$ cat src/rtl/run_ctrl_pkg.sv
// Shared definitions for the run/stop/single-step controller.
//   run_state_t : controller state encoding, also driven out on STATE
//   PRESC_W     : run-rate prescaler width
//   rate_mask() : low-bit mask selecting the prescaler bits compared for a RATE
package run_ctrl_pkg;

    localparam int PRESC_W = 16;

    typedef enum logic [1:0] {
        ST_STOP = 2'd0,
        ST_RUN  = 2'd1,
        ST_STEP = 2'd2,
        ST_BRK  = 2'd3
    } run_state_t;

    // RATE=0 gives an empty mask, so the compare is true on every CLK.
    function automatic logic [PRESC_W-1:0] rate_mask(input logic [3:0] rate);
        logic [PRESC_W:0] m;
        m = ((PRESC_W+1)'(1) << rate) - (PRESC_W+1)'(1);
        return m[PRESC_W-1:0];
    endfunction

endpackage

$ cat src/rtl/run_step_ctrl_debounce.sv
// Button debouncer: two-flop synchroniser, TICK-sampled level filter and a
// rising-edge press pulse.
//   clk   : system clock
//   rst   : asynchronous active-high reset
//   tick  : one-clk sampling strobe
//   raw   : raw button level, asynchronous to clk
//   press : one-clk pulse when a new high level is accepted
module btn_debounce #(
    parameter int DEB_TICKS = 4
) (
    input  logic clk,
    input  logic rst,
    input  logic tick,
    input  logic raw,
    output logic press
);

    localparam int CW = $clog2(DEB_TICKS + 1);

    logic [1:0]    sync;
    logic          level;
    logic [CW-1:0] cnt;

    always_ff @(posedge clk or posedge rst) begin
        if (rst) begin
            sync  <= '0;
            level <= 1'b0;
            cnt   <= '0;
            press <= 1'b0;
        end else begin
            sync  <= {sync[0], raw};
            press <= 1'b0;
            if (tick) begin
                // Any sample agreeing with the accepted level restarts the run.
                if (sync[1] == level) begin
                    cnt <= '0;
                end else if (cnt == CW'(DEB_TICKS - 1)) begin
                    level <= sync[1];
                    cnt   <= '0;
                    press <= sync[1];
                end else begin
                    cnt <= cnt + CW'(1);
                end
            end
        end
    end

endmodule

$ cat src/rtl/run_step_ctrl.sv
// Run/stop/single-step controller driving the computer clock enable.
//   CLK, RESET          : clock, asynchronous active-high reset
//   TICK                : debounce sampling strobe
//   BTN_RUN/STOP/STEP   : raw front-panel buttons
//   RATE                : free-run rate, one CEN per 2^RATE CLKs
//   BRK_EN, BRK_ADDR    : address breakpoint
//   ADDR                : current CPU fetch address
//   CEN                 : registered one-CLK clock-enable pulses
//   STATE, HALTED       : controller state, breakpoint halt flag
//   CYCLES              : number of CEN pulses issued (wrapping)
module run_step_ctrl
    import run_ctrl_pkg::*;
#(
    parameter int DEB_TICKS = 4,
    parameter int AW        = 32
) (
    input  logic          CLK,
    input  logic          RESET,
    input  logic          TICK,
    input  logic          BTN_RUN,
    input  logic          BTN_STOP,
    input  logic          BTN_STEP,
    input  logic [3:0]    RATE,
    input  logic          BRK_EN,
    input  logic [AW-1:0] BRK_ADDR,
    input  logic [AW-1:0] ADDR,
    output logic          CEN,
    output logic [1:0]    STATE,
    output logic          HALTED,
    output logic [31:0]   CYCLES
);

    logic press_run, press_stop, press_step;

    btn_debounce #(.DEB_TICKS(DEB_TICKS)) u_deb_run (
        .clk(CLK), .rst(RESET), .tick(TICK), .raw(BTN_RUN), .press(press_run)
    );
    btn_debounce #(.DEB_TICKS(DEB_TICKS)) u_deb_stop (
        .clk(CLK), .rst(RESET), .tick(TICK), .raw(BTN_STOP), .press(press_stop)
    );
    btn_debounce #(.DEB_TICKS(DEB_TICKS)) u_deb_step (
        .clk(CLK), .rst(RESET), .tick(TICK), .raw(BTN_STEP), .press(press_step)
    );

    run_state_t         state, state_nx;
    logic [PRESC_W-1:0] presc;
    logic [PRESC_W-1:0] mask;
    logic               rate_hit;
    logic               cen_last;   // CEN was high last CLK: ADDR is freshly updated
    logic               brk_mask;
    logic               hit;
    logic               cen_nx, presc_clr, mask_set;

    assign mask     = rate_mask(RATE);
    assign rate_hit = (presc & mask) == mask;

    // Only a freshly fetched address can hit, so entering RUN while sitting
    // on the breakpoint cannot halt before the first CEN. CEN is registered:
    // at RATE=0 the enable already issued for the hit cycle still goes out.
    assign hit = BRK_EN && cen_last && !brk_mask && (ADDR == BRK_ADDR);

    always_ff @(posedge CLK or posedge RESET) begin
        if (RESET) state <= ST_STOP;
        else       state <= state_nx;
    end

    // Press priority everywhere: STOP > STEP > RUN.
    always_comb begin
        state_nx  = state;
        cen_nx    = 1'b0;
        presc_clr = 1'b0;
        mask_set  = 1'b0;
        case (state)
            ST_STOP: begin
                if (press_stop) begin
                    state_nx = ST_STOP;
                end else if (press_step) begin
                    state_nx = ST_STEP;
                    cen_nx   = 1'b1;     // the single step pulse lands in the STEP cycle
                end else if (press_run) begin
                    state_nx  = ST_RUN;
                    presc_clr = 1'b1;
                end
            end
            ST_RUN: begin
                if (press_stop || press_step) begin
                    state_nx = ST_STOP;
                end else if (hit) begin
                    state_nx = ST_BRK;
                end else begin
                    cen_nx = rate_hit;
                end
            end
            ST_STEP: begin
                state_nx = ST_STOP;      // presses arriving here are dropped
            end
            ST_BRK: begin
                if (press_stop) begin
                    state_nx = ST_STOP;
                end else if (press_step) begin
                    state_nx = ST_STEP;
                    cen_nx   = 1'b1;
                end else if (press_run) begin
                    state_nx = ST_RUN;
                    mask_set = 1'b1;
                end
            end
            default: state_nx = ST_STOP;
        endcase
    end

    always_ff @(posedge CLK or posedge RESET) begin
        if (RESET) begin
            CEN      <= 1'b0;
            cen_last <= 1'b0;
            presc    <= '0;
            brk_mask <= 1'b0;
            CYCLES   <= '0;
        end else begin
            CEN      <= cen_nx;
            cen_last <= CEN;
            // Prescaler advances every RUN CLK, so each value is compared once.
            if (presc_clr)
                presc <= '0;
            else if (state == ST_RUN)
                presc <= presc + PRESC_W'(1);
            if (mask_set)
                brk_mask <= 1'b1;
            else if (CEN)
                brk_mask <= 1'b0;
            if (CEN)
                CYCLES <= CYCLES + 32'd1;
        end
    end

    assign STATE  = state;
    assign HALTED = (state == ST_BRK);

endmodule

$ cat config.mk
export PLATFORM = sky130hd
export DESIGN_NAME = run_step_ctrl
export DESIGN_NICKNAME = d
export VERILOG_FILES = /design/src/rtl/run_ctrl_pkg.sv /design/src/rtl/run_step_ctrl_debounce.sv /design/src/rtl/run_step_ctrl.sv
export SDC_FILE = /design/constraint.sdc
export NUM_CORES = 1
export LEC_CHECK = 0
export ABC_AREA = 1
export CORE_MARGIN = 8
export CORE_UTILIZATION = 46
export CTS_BUF_LIST = sky130_fd_sc_hd__clkbuf_2 sky130_fd_sc_hd__clkbuf_4 sky130_fd_sc_hd__clkbuf_8
export DETAILED_ROUTE_END_ITERATION = 8
export GPL_TIMING_DRIVEN = 0
export PLACE_DENSITY = 0.79
export SLEW_MARGIN = 20
export SYNTH_ARGS = -nofsm -noshare
export SYNTH_HDL_FRONTEND = slang
export SYNTH_SLANG_ARGS = --single-unit
$ cat constraint.sdc
create_clock -name CLK -period 2.1 [get_ports CLK]
set_input_delay 0.315 -clock CLK [delete_from_list [all_inputs] [get_ports CLK]]
set_output_delay 0.315 -clock CLK [all_outputs]
set_load 0.01 [all_outputs]
* Yosys cells after proc, flatten, opt, wreduce, memory -nomap -nowiden *
Cells that the tools add are included.

word-level totals
  input port bits = 75
  flip-flop bits (word level) = 74
  logic and storage cells = 90

cells by class
  bitwise operators = 4
  reductions and logical operators = 13
  $add $sub $neg = 6
  equal/unequal tests = 13
  shift-type cells = 1
  muxes and demuxes = 35

operators by type and width
  kind                                                                      count
  32-bit by 1-bit adder with 32-bit output (second input constant)          1
  32-bit equality test                                                      1
  16-bit two-way mux                                                        2
  1-bit two-way mux                                                         20
  3-bit two-way mux                                                         6
  16-bit by 1-bit adder with 16-bit output (second input constant)          1
  16-bit bitwise AND                                                        1
  16-bit equality test                                                      1
  1-bit by 4-bit << shifter with 16-bit output (first input constant)       1
  16-bit by 2-bit subtractor with 16-bit output (second input constant)     1
  2-bit two-way mux                                                         5
  3-bit by 1-bit adder with 3-bit output (second input constant)            3
  3-bit by 2-bit equality test with 1-bit output (second input constant)    3
  3-bit AND reduction                                                       3
  2-bit case mux with 3 select lines                                        1
  2-bit equality test (second input constant)                               2
  4-bit by 1-bit inequality test with 1-bit output (second input constant)  1
  2-bit nonzero test                                                        2
  1-bit equality test                                                       3
  1-bit logical AND                                                         3
  3-bit inequality test (second input constant)                             1
  1-bit inverter                                                            3
  2-bit by 1-bit equality test with 1-bit output (second input constant)    1
  2-bit zero test                                                           1
  5 further kinds                                                           5

* Depth between registers and ports, before layout *
Gate-level depths: netlist of run 1.

  depth in word-level cells = 7
  gate-level depth with buffers = 14
  mapped depth without buffers = 13

* Hierarchy *
From an unflattened synthesis of run 1, not the netlist that was laid out.

second synthesis, totals
  cells, all modules = 579
  area, all modules = 4331.7 µm²

by module, submodules not included
  module         instances  area each (µm²)  cells each
  run_step_ctrl  1          3457.1           477
  btn_debounce   3          291.5            34

* Worst setup path after synthesis of run 1 *
OpenSTA, ideal clock, no wires.

  kind = input to register
  start = input RATE[3]
  end = register CEN
  slack = 319 ps
  path buffers = 1
  arrival = 1703 ps
  stages on the path = 14
  path through = buf_2 -> nor2_2 -> nand2_1 -> ha_1 -> nor2_1 -> nor2_1 -> nand2_1 -> nor2_1 -> nand2_1 -> nor2_1 -> nand4_1 -> nor2_1 -> nand2_1 -> a21oi_1

between the ends
  longest elaborated chain between the ends = 7

ends and longest elaborated chain
  what                                             RTL line              RTL
  from (decl)                                      run_step_ctrl.sv:23   input logic [3:0] RATE,
  1-bit by 4-bit << shifter with 16-bit output *   run_ctrl_pkg.sv:19    m = ((PRESC_W+1)'(1) << rate) - (PRESC_W+1)'(1);
  16-bit by 2-bit subtractor with 16-bit output *  run_ctrl_pkg.sv:19
  16-bit bitwise AND                               run_step_ctrl.sv:55   assign rate_hit = (presc & mask) == mask;
  16-bit equality test *                           run_step_ctrl.sv:55
  1-bit two-way mux *                              run_step_ctrl.sv:88   end else if (hit) begin
  1-bit two-way mux *                              run_step_ctrl.sv:86   if (press_stop || press_step) begin
  1-bit case mux with 2 select lines *             run_step_ctrl.sv:73   case (state)
  net cen_nx                                       run_step_ctrl.sv:52   logic cen_nx, presc_clr, mask_set;
  to (signal assigned)                             run_step_ctrl.sv:120  CEN <= cen_nx;
  to (decl)                                        run_step_ctrl.sv:27   output logic CEN,

The timed path passes the listed nets; every way through them passes the cells marked *.
A chain may end at the register's enable or synchronous reset.

==> out/metrics.csv, run 1 <==
stage,metric,value,unit
status,outcome,"finished, final reports clean",
logic_synthesis,number of warning messages in the yosys log,0,
logic_synthesis,number of instances in the synthesized netlist,541,
timing,setup repair after global routing missed its margin,false,
logic_synthesis,dominant combinational cell family by area after synthesis,simple AND/OR/NAND/NOR gates,
final_layout,signed area change from the synthesized netlist to the final layout,34.73,%
die,die boundary height,112.5,um
timing,endpoints failing hold,0,
route,Remaining DRCs,0,
final_layout,"leading cell type in the layout, fill and taps excluded",clkdlybuf4s50_1,
timing,total of endpoints with negative setup slack in the final report,0,
placed_design,Placement Setup Slack,-0.3454,ns
cts,TritonCTS clock tree,done,
final_layout,register cell area after layout,0.001827,sq mm
job,max cap viols,0,
logic_synthesis,"synthesized-area fraction occupied by ao, oa, aoi and oai cells",6.980,%
hold_path,path class of the lowest-slack min-delay path,flip-flop to flip-flop,
logic_synthesis,unique cell type count in the Yosys netlist,37,
pwr,static leakage power,2.784,nW
final_layout,Fillers,745,
critical_path,top fanout value on the critical path,7,
die,width of the die,112.5,um
critical_path,"Data required, critical path",2.35,ns
logic_synthesis,Post-Synth XOR/XNOR Area,10.63,%
timing,worst clock skew on the final layout,0.009053,ns
critical_path,endpoint arrival time on the critical path,2.13,ns
timing,actual slew at the worst max-slew pin,0.5257,ns
final_layout,share of post-route cells with drive strength above 1,8.546,%
logic_synthesis,mux contribution to synthesized area,0.2629,%
placed_design,final weighted congestion in routability-driven placement,0.9043,
die,placement row count,35,
cts,CTS Hold Bufs,0,
die,Starting Density,46.81,%
logic_synthesis,simple-gate share of the synthesized area,28.74,%
cts,clock sinks,73,
route,via-per-instance ratio,4.931,
final_layout,highest-count cells in the layout ignoring fill and taps,"106 x clkdlybuf4s50_1, 104 x nand2_1, 78 x nor2_1",
grt,wire length of the first global-routing pass,17.74,mm
final_layout,antenna cells,0,
pwr,overall power of the completed layout,3.947,mW
cts,# resized after CTS,0,
timing,worst setup slack after layout,0.2145,ns
grt,vias in the first global route,3884,
die,core footprint,0.009153,sq mm
final_layout,footprint of the multi-input gates,0.002141,sq mm
pwr,worst voltage drop across the vdd grid,481.4,uV
final_layout,post-layout net count,747,
cts,Inserted Clock Buffers,9,
grt,number of antenna violations at the first check in global routing,0,
route,post-detailed-routing wire length,10.41,mm
timing,worst slack on hold paths,0.3454,ns
die,Boundary Pins,111,
logic_synthesis,Mapped Avg Cell Area,7.919,sq um
logic_synthesis,Syn Std Cell Area,0.004284,sq mm
cts,maximum number of buffers from clock root to sink,2,
critical_path,Crit Path Category,flip-flop to flip-flop,
logic_synthesis,"Net Count, Synth",626,
route,average routed wire per standard cell,13.38,um
route,First DRT Iteration DRCs,183,
cts,cell at the root of the clock tree,clkbuf_8,
cts,number of buffers inserted by post-CTS setup repair,0,
timing,Peak Freq,0.5304,GHz
timing,Slew Limit Headroom,64.88,%
pwr,total power density per cell area,683.9,mW/mm^2
placed_design,PortBufs,108,
critical_path,cell-by-cell trace of the critical path,"buf_2, nand2_2, nor3_1, nand2_1, nor3_2, nand3_1, xor2_1, inv_1",
cts,clock-pin slew on the worst setup and hold paths,0.08,ns
logic_synthesis,number of synthesized register bits,73,
critical_path,type of origin of the critical path,flip-flop,
critical_path,"Slowest-stage cell, CP",dfrtp_1,
placed_design,sum of net half-perimeters after detailed placement,8.260,mm
logic_synthesis,share of the yosys chip area belonging to registers,42.64,%
timing,fin. max-slew vios,0,
timing,ratio of final minimum period to clock period,89.78,%
grt,residual overflow from global routing,0,
die,DIE AREA,0.01266,sq mm
grt,maximum number of pins on one net before global-route repair,28,
route,Detailed Routing Iterations Pass 1,5,
route,antenna-violating nets left,0,
cts,H-Tree Depth,3,
critical_path,highest cell delay on the worst timing path,0.36,ns
critical_path,nature of the critical path endpoint,flip-flop,
route,via count,3836,
grt,global-route total usage across every layer,17.10,%
logic_synthesis,synthesized-area fraction occupied by adder cells,2.921,%
timing,min cycle time layout,1.885,ns
cts,latest clock arrival within the worst-skew pair,0.35,ns
## final timing paths
kind | from | endpoint | cells past startpoint | slack, ns
setup / recovery | CEN | CYCLES[30] | 8 | 0.21
hold / removal | u_deb_run.sync[0] | u_deb_run.sync[1] | 0 | 0.35
setup reg to reg | CEN | CYCLES[30] | 8 | 0.21
hold reg to reg | u_deb_run.sync[0] | u_deb_run.sync[1] | 0 | 0.35
max in group asynchronous | RESET | presc[14] | 4 | 1.05
min in group asynchronous | RESET | CYCLES[28] | 2 | 0.36
## synth_stat cells
master	number	share of area, %
buf_2	4	0.47
mux2_2	1	0.26
a211oi_1	1	0.18
nor2_4	3	0.79
o211a_1	1	0.23
nor3_4	2	0.76
xnor2_1	20	4.1
dfrtp_1	73	43
inv_2	8	0.70
nor4_1	2	0.29
nor2_1	80	7.0
o31ai_1	1	0.18
inv_1	74	6.5
nand3_2	1	0.23
nand2_4	2	0.53
o221a_2	1	0.26
nand4_1	15	2.2
o21ai_0	16	1.9
nor2_2	3	0.44
o21bai_1	2	0.35
nand3_1	28	3.3
nand2_1	104	9.1
a21oi_1	17	2.0
nand2_2	4	0.58
xor2_1	32	6.5
ha_1	10	2.9
nor3_1	17	2.0
a31oi_1	1	0.15
clkbuf_1	2	0.18
nand4_4	1	0.50
o21ai_1	2	0.23
nor3b_1	1	0.18
o221ai_1	1	0.20
nand3b_1	1	0.18
a22o_1	4	0.82
o21a_1	3	0.53
nor3_2	3	0.70
## area by class of cell
type	instances	share of cell area (%)
Clock buffer	11	2.515
Timing Repair Buffer	110	19.51
Tap cell	111	2.406
Clock inverter	5	0.9538
Buffer	6	0.4769
Inverter	82	5.398
Multi-Input combinational cell	380	37.09
Sequential cell	73	31.65
## per-stage QoR
stage          instances  util, %  TNS [ns]  area [sq um]
2_1_floorplan        541        -         0          4288
3_3_place_gp         760    60.18   -0.3214          5508
3_5_place_dp         762    60.62   -0.3454          5548
4_1_cts              778    62.80         0          5748
5_1_grt              778    63.06         0          5772
6_report             778    63.06         0          5772
## metal layers
metal | global-route usage, % | vias to the layer above | wire length, um
met4 | 5.036 | 0 | 109
li1 | - | 1960 | -
met3 | 5.046 | 13 | 665
met5 | 0 | - | 0
met1 | 20.03 | 1750 | 4652
met2 | 29.59 | 113 | 4979
## cells by family after synthesis
family / Yosys count
buf+inv: 88
mux: 1
simple gates: 267
flops: 73
compound gates: 50
xor+xnor: 52
fa+ha+maj: 10
## worst max-delay path: cells and delay by family, from the launching register on
| kind | cells | cell delay [ns] |
|---|---|---|
| simple gates | 5 | 0.94 |
| xor+xnor | 1 | 0.17 |
| flops | 1 | 0.36 |
| buf+inv | 2 | 0.31 |
## power breakdown
part	total (mW)	internal [mW]	switching [mW]
Sequential	1.75	1.58	0.166
Combinational	1.10	0.527	0.571
Clock	1.10	0.590	0.512
## sequential cells by signal (all words and copies together), names as in the netlist, 2 cells and up
name	count
u_deb_stop.sync	2
u_deb_run.sync	2
u_deb_stop.cnt	3
CYCLES	32
STATE	2
u_deb_run.cnt	3
u_deb_step.sync	2
u_deb_step.cnt	3
presc	15
(Power assumes the default switching activity.)
==> inputs of run 2 (changes only) <==
--- a/config.mk
+++ b/config.mk
@@ -12,7 +12,6 @@
 export DETAILED_ROUTE_END_ITERATION = 8
 export GPL_TIMING_DRIVEN = 0
 export PLACE_DENSITY = 0.79
-export SLEW_MARGIN = 20
 export SYNTH_ARGS = -nofsm -noshare
 export SYNTH_HDL_FRONTEND = slang
 export SYNTH_SLANG_ARGS = --single-unit
==> constraint.sdc (replaced) <==
create_clock -name CLK -period 2.1 [get_ports CLK]
set_input_delay 0.315 -clock CLK [delete_from_list [all_inputs] [get_ports CLK]]
set_output_delay 0.315 -clock CLK [all_outputs]
set_load 0.05 [all_outputs]
==> out/metrics.csv, run 2 (synthesis results as in run 1) <==
stage,metric,value,unit
status,outcome,"finished, final reports clean",
grt,number of antenna violations at the first check in global routing,0,
critical_path,cell-by-cell trace of the critical path,clkdlybuf4s50_1,
final_layout,flip-flop count of the largest register after layout,32,
cts,clock-pin slew on the worst setup and hold paths,0.07,ns
critical_path,Critical path buffers and inverters,1,
final_layout,Top reg by flops,CYCLES,
critical_path,worst setup slack for register-to-register paths,0.20,ns
grt,vias in the first global route,4021,
critical_path,nature of the critical path endpoint,output pin,
placed_design,PortBufs,108,
timing,ratio of final minimum period to clock period,95.13,%
cts,clock sinks,73,
timing,sum of negative setup slack,0,ns
cts,TritonCTS clock tree,done,
hold_path,HP Start,u_deb_run.sync[0],
final_layout,share of post-route cells with drive strength above 1,8.258,%
final_layout,Fillers,777,
final_layout,signed area change from the synthesized netlist to the final layout,33.94,%
route,post-detailed-routing wire length,10.51,mm
timing,worst setup slack after layout,0.1023,ns
pwr,static leakage power,2.780,nW
grt,maximum number of pins on one net before global-route repair,38,
timing,min cycle time layout,1.998,ns
die,Boundary Pins,111,
die,placement row count,35,
final_layout,largest registers,"CYCLES x32, presc x15",
job,max cap viols,0,
timing,worst clock skew on the final layout,0.009898,ns
timing,total of endpoints with negative setup slack in the final report,0,
final_layout,post-route core utilization,62.69,%
critical_path,highest cell delay on the worst timing path,0.86,ns
grt,global-route total usage across every layer,17.43,%
die,die boundary height,112.5,um
final_layout,"leading cell type in the layout, fill and taps excluded",clkdlybuf4s50_1,
critical_path,"Data required, critical path",1.78,ns
timing,actual slew at the worst max-slew pin,0.7737,ns
die,width of the die,112.5,um
final_layout,register cell area after layout,0.001827,sq mm
critical_path,cell depth of the worst flop-to-flop path,8,
critical_path,top fanout value on the critical path,5,
timing,worst slack on hold paths,0.3485,ns
timing,setup repair after global routing missed its margin,false,
critical_path,"Slowest-stage cell, CP",clkdlybuf4s50_1,
cts,H-Tree Depth,3,
placed_design,Placement Setup Slack,-0.3440,ns
cts,latest clock arrival within the worst-skew pair,0.34,ns
final_layout,antenna cells,0,
placed_design,sum of net half-perimeters after detailed placement,8.311,mm
timing,Peak Freq,0.5006,GHz
placed_design,post-place instance area,0.005528,sq mm
placed_design,final weighted congestion in routability-driven placement,0.9043,
cts,Inserted Clock Buffers,9,
critical_path,endpoint arrival time on the critical path,1.68,ns
route,Detailed Routing Iterations Pass 1,4,
timing,endpoints failing hold,0,
pwr,worst voltage drop across the vdd grid,484.2,uV
hold_path,endpoint with the worst hold slack,u_deb_run.sync[1],
critical_path,capture point of the worst reg-to-reg path,CYCLES[30],
placed_design,total placed cells including tap cells,761,
route,First DRT Iteration DRCs,200,
hold_path,path class of the lowest-slack min-delay path,flip-flop to flip-flop,
critical_path,largest delay contributor family on the critical path,buffers and inverters,
grt,residual overflow from global routing,0,
route,average routed wire per standard cell,13.53,um
route,via count,3917,
pwr,total power density per cell area,690.2,mW/mm^2
critical_path,startpoint of the worst register-to-register path,CEN,
final_layout,footprint of the multi-input gates,0.002136,sq mm
die,DIE AREA,0.01266,sq mm
final_layout,highest-count cells in the layout ignoring fill and taps,"105 x clkdlybuf4s50_1, 104 x nand2_1, 78 x nor2_1",
die,core footprint,0.009153,sq mm
grt,wire length of the first global-routing pass,18.24,mm
final_layout,"Cell Count, Final, Fillers Out",777,
route,Remaining DRCs,0,
final_layout,post-layout net count,747,
critical_path,type of origin of the critical path,flip-flop,
timing,Slew Limit Headroom,48.31,%
cts,maximum number of buffers from clock root to sink,2,
timing,fin. max-slew vios,0,
hold_path,Hold Path Cell Cnt,0,
route,antenna-violating nets left,0,
pwr,overall power of the completed layout,3.960,mW
final_layout,post-route standard cell area excluding fillers,0.005738,sq mm
cts,cell at the root of the clock tree,clkbuf_8,
die,Starting Density,46.81,%
critical_path,Crit Path Category,flip-flop to output pin,
route,via-per-instance ratio,5.041,
## run 2: power by group
| group | leakage [nW] | internal (mW) | switching, mW |
|---|---|---|---|
| sequential | 0.979 | 1.58 | 0.163 |
| combinational | 1.71 | 0.520 | 0.688 |
| clock | 0.0949 | 0.531 | 0.476 |
| total | 2.78 | 2.63 | 1.33 |
## run 2: worst max-delay path by stage
stage	start	to	slack (ns)	cells past startpoint
after floorplan	CYCLES[0]	CYCLES[29]	0.16	10
after global placement	RATE[1]	CEN	-0.32	14
after detailed placement	RATE[1]	CEN	-0.34	14
after CTS	RATE[1]	CEN	0.005	14
after global routing	STATE[1]	presc[13]	0.02	10
final	CYCLES[16]	CYCLES[16]	0.10	1
## run 2: area by class of cell
cell class / count / share of cell area, %
multi-input cells: 380 / 37.22
inverters: 82 / 5.430
clock buffers: 13 / 3.009
plain buffers: 6 / 0.4797
repair buffers: 110 / 19.39
flip-flops and latches: 73 / 31.84
well taps: 111 / 2.420
clock inverters: 2 / 0.2181
## run 2: repair_timing
| item | 4_1_cts | 5_1_grt |
|---|---|---|
| setup endpoints to repair | 1 | 2 |
| gates resized for setup | 1 | 6 |
| pin swaps | 0 | 1 |
| buffers inserted | 0 | 1 |
| hold buffers | 0 | 0 |
## run 2: worst register-to-register path, cell delays in order, from the launching register on
cell and delay [ns]:
dfrtp_1 0.37, buf_2 0.24, nand2_2 0.17, nor3_1 0.25, nand2_1 0.14, nor3_2 0.27
nand3_1 0.14, xor2_1 0.16, inv_1 0.06
## run 2: layer usage
| metal | part of all wire [%] | up-vias | global-route usage (%) |
|---|---|---|---|
| met1 | 43 | 1827 | 20.78 |
| met5 | 0 | - | 0 |
| met3 | 6.0 | 15 | 3.704 |
| met4 | 1.6 | 0 | 7.194 |
| met2 | 49 | 102 | 29.87 |
| li1 | - | 1973 | - |
